**config.mk**
```make
export PLATFORM = sky130hd
export DESIGN_NAME = array_1p_req_ctrl
export DESIGN_NICKNAME = d
export VERILOG_FILES = /design/src/rtl/array_ctrl_pkg.sv /design/src/rtl/array_resp_buf.sv /design/src/rtl/array_1p_req_ctrl.sv
export SDC_FILE = /design/constraint.sdc
export NUM_CORES = 1
export LEC_CHECK = 0
export ABC_AREA = 1
export CAP_MARGIN = 20
export CELL_PAD_IN_SITES_DETAIL_PLACEMENT = 2
export CELL_PAD_IN_SITES_GLOBAL_PLACEMENT = 2
export CORE_MARGIN = 2
export CORE_UTILIZATION = 25
export CTS_CLUSTER_SIZE = 14
export DETAILED_ROUTE_END_ITERATION = 6
export GPL_TIMING_DRIVEN = 0
export PLACE_DENSITY_LB_ADDON = 0.1
export SKIP_CTS_REPAIR_TIMING = 1
export SKIP_LAST_GASP = 1
export SYNTH_ARGS = -nofsm -noshare
export SYNTH_HDL_FRONTEND = slang
export SYNTH_SLANG_ARGS = --single-unit
```
**constraint.sdc**
```tcl
create_clock -name clock -period 5.3 [get_ports clock]
set_input_delay 0.795 -clock clock [delete_from_list [all_inputs] [get_ports clock]]
set_output_delay 0.795 -clock clock [all_outputs]
set_load 0.02 [all_outputs]
```
**src/rtl/array_ctrl_pkg.sv**
```systemverilog
// Shared constants and op encoding for the single-port array request controller.
// The controller, its response buffer and the bench all take their widths from here.
package array_ctrl_pkg;

  localparam int ADDR_W       = 3;
  localparam int DATA_W       = 64;
  localparam int DEPTH        = 2 ** ADDR_W;
  localparam int RESP_DEPTH   = 2;
  localparam int CREDIT_LIMIT = 2;

  typedef enum logic [1:0] {
    OP_IDLE = 2'd0,
    OP_RD   = 2'd1,
    OP_WR   = 2'd2
  } op_e;

endpackage

```
**src/rtl/array_resp_buf.sv**
```systemverilog
// Two-entry in-order valid/ready FIFO that holds array read data until the consumer takes it.
// A push and a pop in the same cycle are allowed even when the buffer is full.
module array_resp_buf
  import array_ctrl_pkg::*;
(
  input  logic              clk,
  input  logic              srst,
  input  logic              push,
  input  logic [DATA_W-1:0] push_data,
  input  logic              pop,
  output logic [DATA_W-1:0] pop_data,
  output logic              full,
  output logic              empty,
  output logic [1:0]        count
);

  logic [DATA_W-1:0] mem_reg [RESP_DEPTH];
  logic              wr_ptr_reg;
  logic              rd_ptr_reg;
  logic [1:0]        count_reg;
  logic [1:0]        count_next;
  logic              do_push;
  logic              do_pop;

  assign full     = (count_reg == 2'(RESP_DEPTH));
  assign empty    = (count_reg == 2'd0);
  assign count    = count_reg;
  assign do_pop   = pop & ~empty;
  assign do_push  = push & (~full | do_pop);
  assign pop_data = mem_reg[rd_ptr_reg];

  // Entry storage carries no reset; validity is tracked by count_reg alone.
  generate
    for (genvar gi = 0; gi < RESP_DEPTH; gi++) begin : g_entry
      always_ff @(posedge clk) begin
        if (do_push && (wr_ptr_reg == 1'(gi))) begin
          mem_reg[gi] <= push_data;
        end
      end
    end
  endgenerate

  always_comb begin
    count_next = count_reg;
    case ({do_push, do_pop})
      2'b10:   count_next = count_reg + 2'd1;
      2'b01:   count_next = count_reg - 2'd1;
      default: count_next = count_reg;
    endcase
  end

  always_ff @(posedge clk) begin
    if (srst) begin
      wr_ptr_reg <= 1'b0;
      rd_ptr_reg <= 1'b0;
      count_reg  <= 2'd0;
    end else begin
      if (do_push) wr_ptr_reg <= ~wr_ptr_reg;
      if (do_pop)  rd_ptr_reg <= ~rd_ptr_reg;
      count_reg <= count_next;
    end
  end

  // The upstream read credit must never let a push land on a full, non-draining buffer.
  a_no_overflow: assert property (@(posedge clk) disable iff (srst) !(push && full && !pop));

endmodule

```
**src/rtl/array_1p_req_ctrl.sv**
```systemverilog
// Arbitrates independent write and read request channels onto the array's single RW0 port,
// tracks the one-cycle read latency and buffers read data behind a valid/ready response port.
module array_1p_req_ctrl
  import array_ctrl_pkg::*;
(
  input  logic              clock,
  input  logic              reset,
  input  logic              w_valid,
  output logic              w_ready,
  input  logic [ADDR_W-1:0] w_addr,
  input  logic [DATA_W-1:0] w_data,
  input  logic              r_valid,
  output logic              r_ready,
  input  logic [ADDR_W-1:0] r_addr,
  output logic              resp_valid,
  input  logic              resp_ready,
  output logic [DATA_W-1:0] resp_data,
  output logic              sram_en,
  output logic              sram_wmode,
  output logic [ADDR_W-1:0] sram_addr,
  output logic [DATA_W-1:0] sram_wdata,
  input  logic [DATA_W-1:0] sram_rdata
);

  op_e        op;
  logic       inflight_reg;
  logic       inflight_next;
  logic       prio_rd_reg;
  logic       prio_rd_next;
  logic [1:0] buf_count;
  logic       buf_full;
  logic       buf_empty;
  logic       resp_fire;
  logic [2:0] occupancy;
  logic       read_ok;

  assign resp_fire = resp_valid & resp_ready;
  assign occupancy = {2'b00, inflight_reg} + {1'b0, buf_count};
  // Counting a same-cycle pop as freed space keeps one read per cycle flowing when
  // the consumer is always ready; this is the intended resp_ready -> r_ready path.
  assign read_ok   = (occupancy - {2'b00, resp_fire}) < 3'(CREDIT_LIMIT);

  always_comb begin
    op           = OP_IDLE;
    prio_rd_next = prio_rd_reg;
    if (!reset) begin
      if (w_valid && r_valid && read_ok) begin
        op           = prio_rd_reg ? OP_RD : OP_WR;
        prio_rd_next = ~prio_rd_reg;
      end else if (w_valid) begin
        op = OP_WR;
      end else if (r_valid && read_ok) begin
        op = OP_RD;
      end
    end
  end

  assign w_ready       = (op == OP_WR);
  assign r_ready       = (op == OP_RD);
  assign sram_en       = (op != OP_IDLE);
  assign sram_wmode    = (op == OP_WR);
  assign sram_addr     = (op == OP_WR) ? w_addr : ((op == OP_RD) ? r_addr : '0);
  assign sram_wdata    = (op == OP_WR) ? w_data : '0;
  assign inflight_next = (op == OP_RD);

  always_ff @(posedge clock) begin
    if (reset) begin
      inflight_reg <= 1'b0;
      prio_rd_reg  <= 1'b1;
    end else begin
      inflight_reg <= inflight_next;
      prio_rd_reg  <= prio_rd_next;
    end
  end

  // Array data is valid the cycle after a read grant, which is exactly when inflight_reg is set.
  array_resp_buf u_resp_buf (
    .clk       (clock),
    .srst      (reset),
    .push      (inflight_reg),
    .push_data (sram_rdata),
    .pop       (resp_fire),
    .pop_data  (resp_data),
    .full      (buf_full),
    .empty     (buf_empty),
    .count     (buf_count)
  );

  assign resp_valid = ~buf_empty;

endmodule

```
* Yosys cells after proc, flatten, opt, wreduce, memory -nomap -nowiden *
Memories as Yosys holds them, arrays and structs flattened. A register that Yosys moved wholly into a read port is not among the register bits.
Cells that the tools add are included.

storage, ports and cells
  logic and storage cells = 52
  register bits after elaboration = 6
  bits in latches = 0
  output and inout port bits = 136
  memory bits (read-only) = 0
  memories kept = 1
  input port bits = 139
  bits in writable memories = 128

memory list
  name                depth  width  read ports  clocked after memory_dff  write ports  RTL line              source
  u_resp_buf.mem_reg  2      64     1           1                         1            array_resp_buf.sv:17  logic [DATA_W-1:0] mem_reg [RESP_DEPTH];

cells by class
  divide/modulo/power cells = 0
  add/sub/neg operators = 4
  $lt $le $gt $ge = 1
  bitwise logic cells = 9
  equal/unequal tests = 5
  reductions and logical operators = 9
  multiply operators = 0
  shift operators = 0
  mux-type cells = 18

operators by type and width
  kind                 number
  $mux 64              2
  $reduce_or 64->1     1
  $mux 1               9
  $mux 2               4
  $eq 2x2->1 const B   3
  $mux 3               2
  $logic_and 1x1->1    5
  $not 1->1            5
  $eq 2x1->1 const B   2
  $pmux 2 s2           1
  $reduce_bool 2->1    2
  $add 1x2->3          1
  $and 1x1->1          3
  $lt 3x2->1 const B   1
  $sub 3x1->3          1
  $add 2x1->2 const B  1
  $logic_not 2->1      1
  $sub 2x1->2 const B  1
  $or 1x1->1           1

* Depth between registers and ports, before layout *
  depth after elaboration = 13
  mapped depth = 14
  mapped depth without buffers = 13

* By module *
From an unflattened synthesis, not the netlist that was laid out.

second synthesis, totals
  cell total of the unflattened synthesis = 417
  area, all modules = 5970.7 sq um

by module, submodules not included
  module             area an instance (sq um)  sequential area each (sq um)  times used  cells each
  array_resp_buf     5166.2                    3943.8                        1           238
  array_1p_req_ctrl  804.5                     40.0                          1           179

* Worst setup path after synthesis *
Ideal clock, no wire load.

  path kind = input-to-reg
  start point = input resp_ready
  end point = memory u_resp_buf.mem_reg[1][0] (enable)
  slack = 1118 ps
  arrival = 3694 ps
  library setup time = 488 ps
  required time = 4812 ps
  buffers on the path = 0
  stages = 4
  cells stage by stage = inv_1 -> nand3_1 -> nand2_1 -> nor2_1

between the ends
  word-level cells in the longest chain between the ends = 9
  elaborated cells between the ends (all ways) = 13
  those cells by class = 6 x mux; 4 x bitwise; 3 x reduce/logical

ends and longest elaborated chain
  item                               RTL line                 source
  from (decl)                        array_1p_req_ctrl.sv:16  input logic resp_ready,
  $and 1x1->1 *                      array_1p_req_ctrl.sv:37  assign resp_fire = resp_valid & resp_ready;
  $and 1x1->1 *                      array_resp_buf.sv:28     assign do_pop = pop & ~empty;
  $or 1x1->1 *                       array_resp_buf.sv:29     assign do_push = push & (~full | do_pop);
  $and 1x1->1 *                      array_resp_buf.sv:29
  $logic_and 1x1->1                  array_resp_buf.sv:36     if (do_push && (wr_ptr_reg == 1'(gi))) begin
  $mux 1                             array_resp_buf.sv:36
  $mux 1 (not written as such)       array_resp_buf.sv:37     mem_reg[gi] <= push_data;
  $reduce_or 64->1 (no source line)  -
  $mux 1 (no source line)            -
  to (decl)                          array_resp_buf.sv:17

Mark *: on every way between the ends. The rest lies on a longest branch, timed or not.

* Final worst setup path *
  start point = input resp_ready
  end point = output sram_wdata[58]

between the ends
  word-level cells in the longest chain between the ends = 10
  elaborated cells between the ends (all ways) = 11
  those cells by class = 1 x add/sub; 1 x order compare; 1 x eq/ne; 5 x mux; 1 x bitwise; 2 x reduce/logical

ends and longest elaborated chain
  item               RTL line                 source
  $and 1x1->1 *      array_1p_req_ctrl.sv:37
  $sub 3x1->3 *      array_1p_req_ctrl.sv:41  assign read_ok = (occupancy - {2'b00, resp_fire}) < 3'(CREDIT_LIMIT);
  $lt 3x2->1 *       array_1p_req_ctrl.sv:41
  $logic_and 1x1->1  array_1p_req_ctrl.sv:52  end else if (r_valid && read_ok) begin
  $mux 1             array_1p_req_ctrl.sv:52
  $mux 2             array_1p_req_ctrl.sv:50  end else if (w_valid) begin
  $mux 2 *           array_1p_req_ctrl.sv:47  if (w_valid && r_valid && read_ok) begin
  $mux 2 *           array_1p_req_ctrl.sv:46  if (!reset) begin
  $eq 2x2->1 *       array_1p_req_ctrl.sv:63  assign sram_wdata = (op == OP_WR) ? w_data : '0;
  $mux 64 *          array_1p_req_ctrl.sv:63
  to (decl)          array_1p_req_ctrl.sv:21  output logic [DATA_W-1:0] sram_wdata,

Marked as above.

==> results.cfg <==
[layout]
area_growth_pct = 65.6
nFillCells = 2296
final_common_cell = clkdlybuf4s50_1
largest_reg_flops = 128
layout-drive-gt1-share = 0.194
final_cell_mix = clkdlybuf4s50_1 (273), edfxtp_1 (128), inv_1 (76)
stdcell_area_um2 = 9400
nets = 845

[place]
placed_area_um2 = 8860
place.gp.congestion = 0.787
portBuffers = 273
dpl.hpwl_um = 14200
post-place-ws_ps = 482

[job]
cap_violations = 0

[cts]
cts_made_buffers = 17
cts_sinks = 135
htree_levels = 4
clk_path_buf_depth = 2
cts_tree = built
root_buffer = clkbuf_16
clk-insertion-delay-late_ps = 410
path_clk_slew_ps = 50

[worst_setup_path]
crit_buf_inv = 6
path_cells = clkdlybuf4s50_1, o21ai_1, inv_1, ha_1, or2_2, fa_1, nand2_1, inv_1, nand3_1, nand2_1, buf_6, buf_6, nor2_1, clkdlybuf4s50_1
crit_arrival_ps = 3980
worstPathRequired_ps = 4510
rrSetupSlack_ps = 2830
end_kind = output port
cp_top_family = buffers and inverters
crit_type = primary input to output port
worstSetupStartpointType = primary input
cp_max_fo = 10
critPathSlowestCell = clkdlybuf4s50_1
critPathMaxStageDelay_ps = 650

[logic_synthesis]
synth_cell_types = 25
synthAdderAreaFrac = 0.00573
yosysWarnings = 0
synthCells = 408
postSynthAreaPerCell_um2 = 13.9
synth-xor-area-share = 0.00287
syn-cell-area_um2 = 5670
ys_ff_latch = 135
syn_nets = 549
synth_compound_area_frac = 0.00639
synth-simple-area-share = 0.0818
synth_top_family_by_area = multiplexers
synth.area.mux_share = 0.127
yosysSeqAreaShare = 0.702

[sta]
post-route-period-util = 0.901
finalHoldViolations = 0
grt_setup_unrepaired = no
report.final.setup_viol = 0
clock_skew_ps = 7.23
worstMarginPinSlew_ps = 508
fin_hold_ws_ps = 528
max_freq_mhz = 210
finalSetupTns_ps = 0
drv_slew = 0
slew_headroom = 0.660
period_needed_ps = 4770
fin_ws_ps = 527

[routing]
wl_per_cell_um = 18.3
drcViolationCount = 0
antenna_left = 0
drt_first_pass_iters = 4
wl_um = 18300
vias_per_cell = 4.18
initialDrtViolationCount = 118
via_count = 4190

[pwr]
vdd.ir_drop.worst_mv = 0.187
seqPwrFrac = 0.416
switching_share = 0.264
powerDensity_nw_per_um2 = 324
p_total_w = 0.00304
power_switching_w = 0.000802
p_leak_nw = 3.54
p_int_w = 0.00224
pwr-share-clk = 0.354
p_comb_frac = 0.230

[floorplanning]
die_h_um = 155
io-pin-count = 275
die_area_um2 = 23900
rows = 55
design.core.area_um2 = 22400
die_x_um = 155
start_util = 0.253

[run_status]
status = complete, no violations

[min_path]
hold_class = flop to flop

[grt]
grt.total_usage = 0.154
grt_max_degree = 31
antenna_found_initial = 1
grt_pass1_vias = 4967
grt_pass1_wl_um = 27800
globalRoute.totalOverflow = 0
final cells by class:
cell class / instances / area [um2] / area share
sequential: 135 / 3980 / 0.424
timing repair buffer: 277 / 2810 / 0.299
buffer: 17 / 131 / 0.0140
clock inverter: 13 / 108 / 0.0114
multi-input combinational: 179 / 1280 / 0.137
antenna: 1 / 2.50 / 0.000266
clock buffer: 18 / 429 / 0.0457
tap: 285 / 357 / 0.0379
inverter: 77 / 289 / 0.0308
path summary, 6_finish.rpt:
kind | depth (start not counted) | from | end
hold / removal | 2 | prio_rd_reg$_SDFFE_PP1P_ | prio_rd_reg$_SDFFE_PP1P_
setup reg to reg | 11 | u_resp_buf.count[1]$_SDFFE_PP0P_ | prio_rd_reg$_SDFFE_PP1P_
hold reg to reg | 2 | prio_rd_reg$_SDFFE_PP1P_ | prio_rd_reg$_SDFFE_PP1P_
setup / recovery | 14 | resp_ready | sram_wdata[58]
through the flow:
stage,util,cells
CTS,0.419,1001
finish,0.419,1002
floorplan,-,408
global placement,0.391,966
detailed placement,0.395,970
global route,0.419,1001
kinds of logic (layout without fill, tap and decap cells):
group	count (synthesis)	after routing
xor+xnor	1	1
flops	135	135
buf+inv	94	402
simple gates	105	105
mux	64	64
other cells	0	1
compound gates	7	7
fa+ha+maj	2	2
power by group through the flow:
stage | registers (W) | logic (W) | clock network (W)
finish | 0.00126 | 0.000700 | 0.00108
global route | 0.00127 | 0.000751 | 0.00116
CTS | 0.00127 | 0.000719 | 0.00111
detailed placement | 0.00129 | 0.000713 | 0
global placement | 0.00129 | 0.000685 | 0
floorplan | 0.00129 | 0.000329 | 0
Yosys cell counts:
master    instances  area [um2]
edfxtp_1        128        3840
inv_1            76         285
mux2_2           64         721
nor2_1           50         188
nand2_1          24        90.1
nor2_2           20         125
buf_2             9        45.0
dfxtp_1           7         140
nand3_1           6        30.0
a21oi_1           4        20.0
buf_6             4        45.0
buf_8             2        30.0
or2_2             2        12.5
a31oi_1           1        6.26
buf_1             1        3.75
buf_4             1        7.51
fa_1              1        20.0
ha_1              1        12.5
inv_2             1        3.75
nand3b_1          1        7.51
nand4_1           1        6.26
nor3_1            1        5.00
o21ai_0           1        5.00
o21ai_1           1        5.00
xnor2_2           1        16.3
metal layers:
| layer | share of wire | global-route usage | vias up |
|---|---|---|---|
| li1 | - | - | 1955 |
| met2 | 0.52 | 0.281 | 180 |
| met3 | 0.10 | 0.0768 | 7 |
| met4 | 0.0065 | 0.0344 | 0 |
| met1 | 0.37 | 0.159 | 2048 |
| met5 | 0 | 0 | - |
worst register-to-register path, cell delays in order (launching register included):
cell      delay (ps)
dfxtp_1          340
buf_6            150
o21ai_1          280
inv_1             80
ha_1             270
or2_2            300
fa_1             500
nand2_1           50
inv_1             60
nand2_1           80
o21ai_0          170
nand3b_1          90
Note: power is estimated with default switching activity, not from simulation.
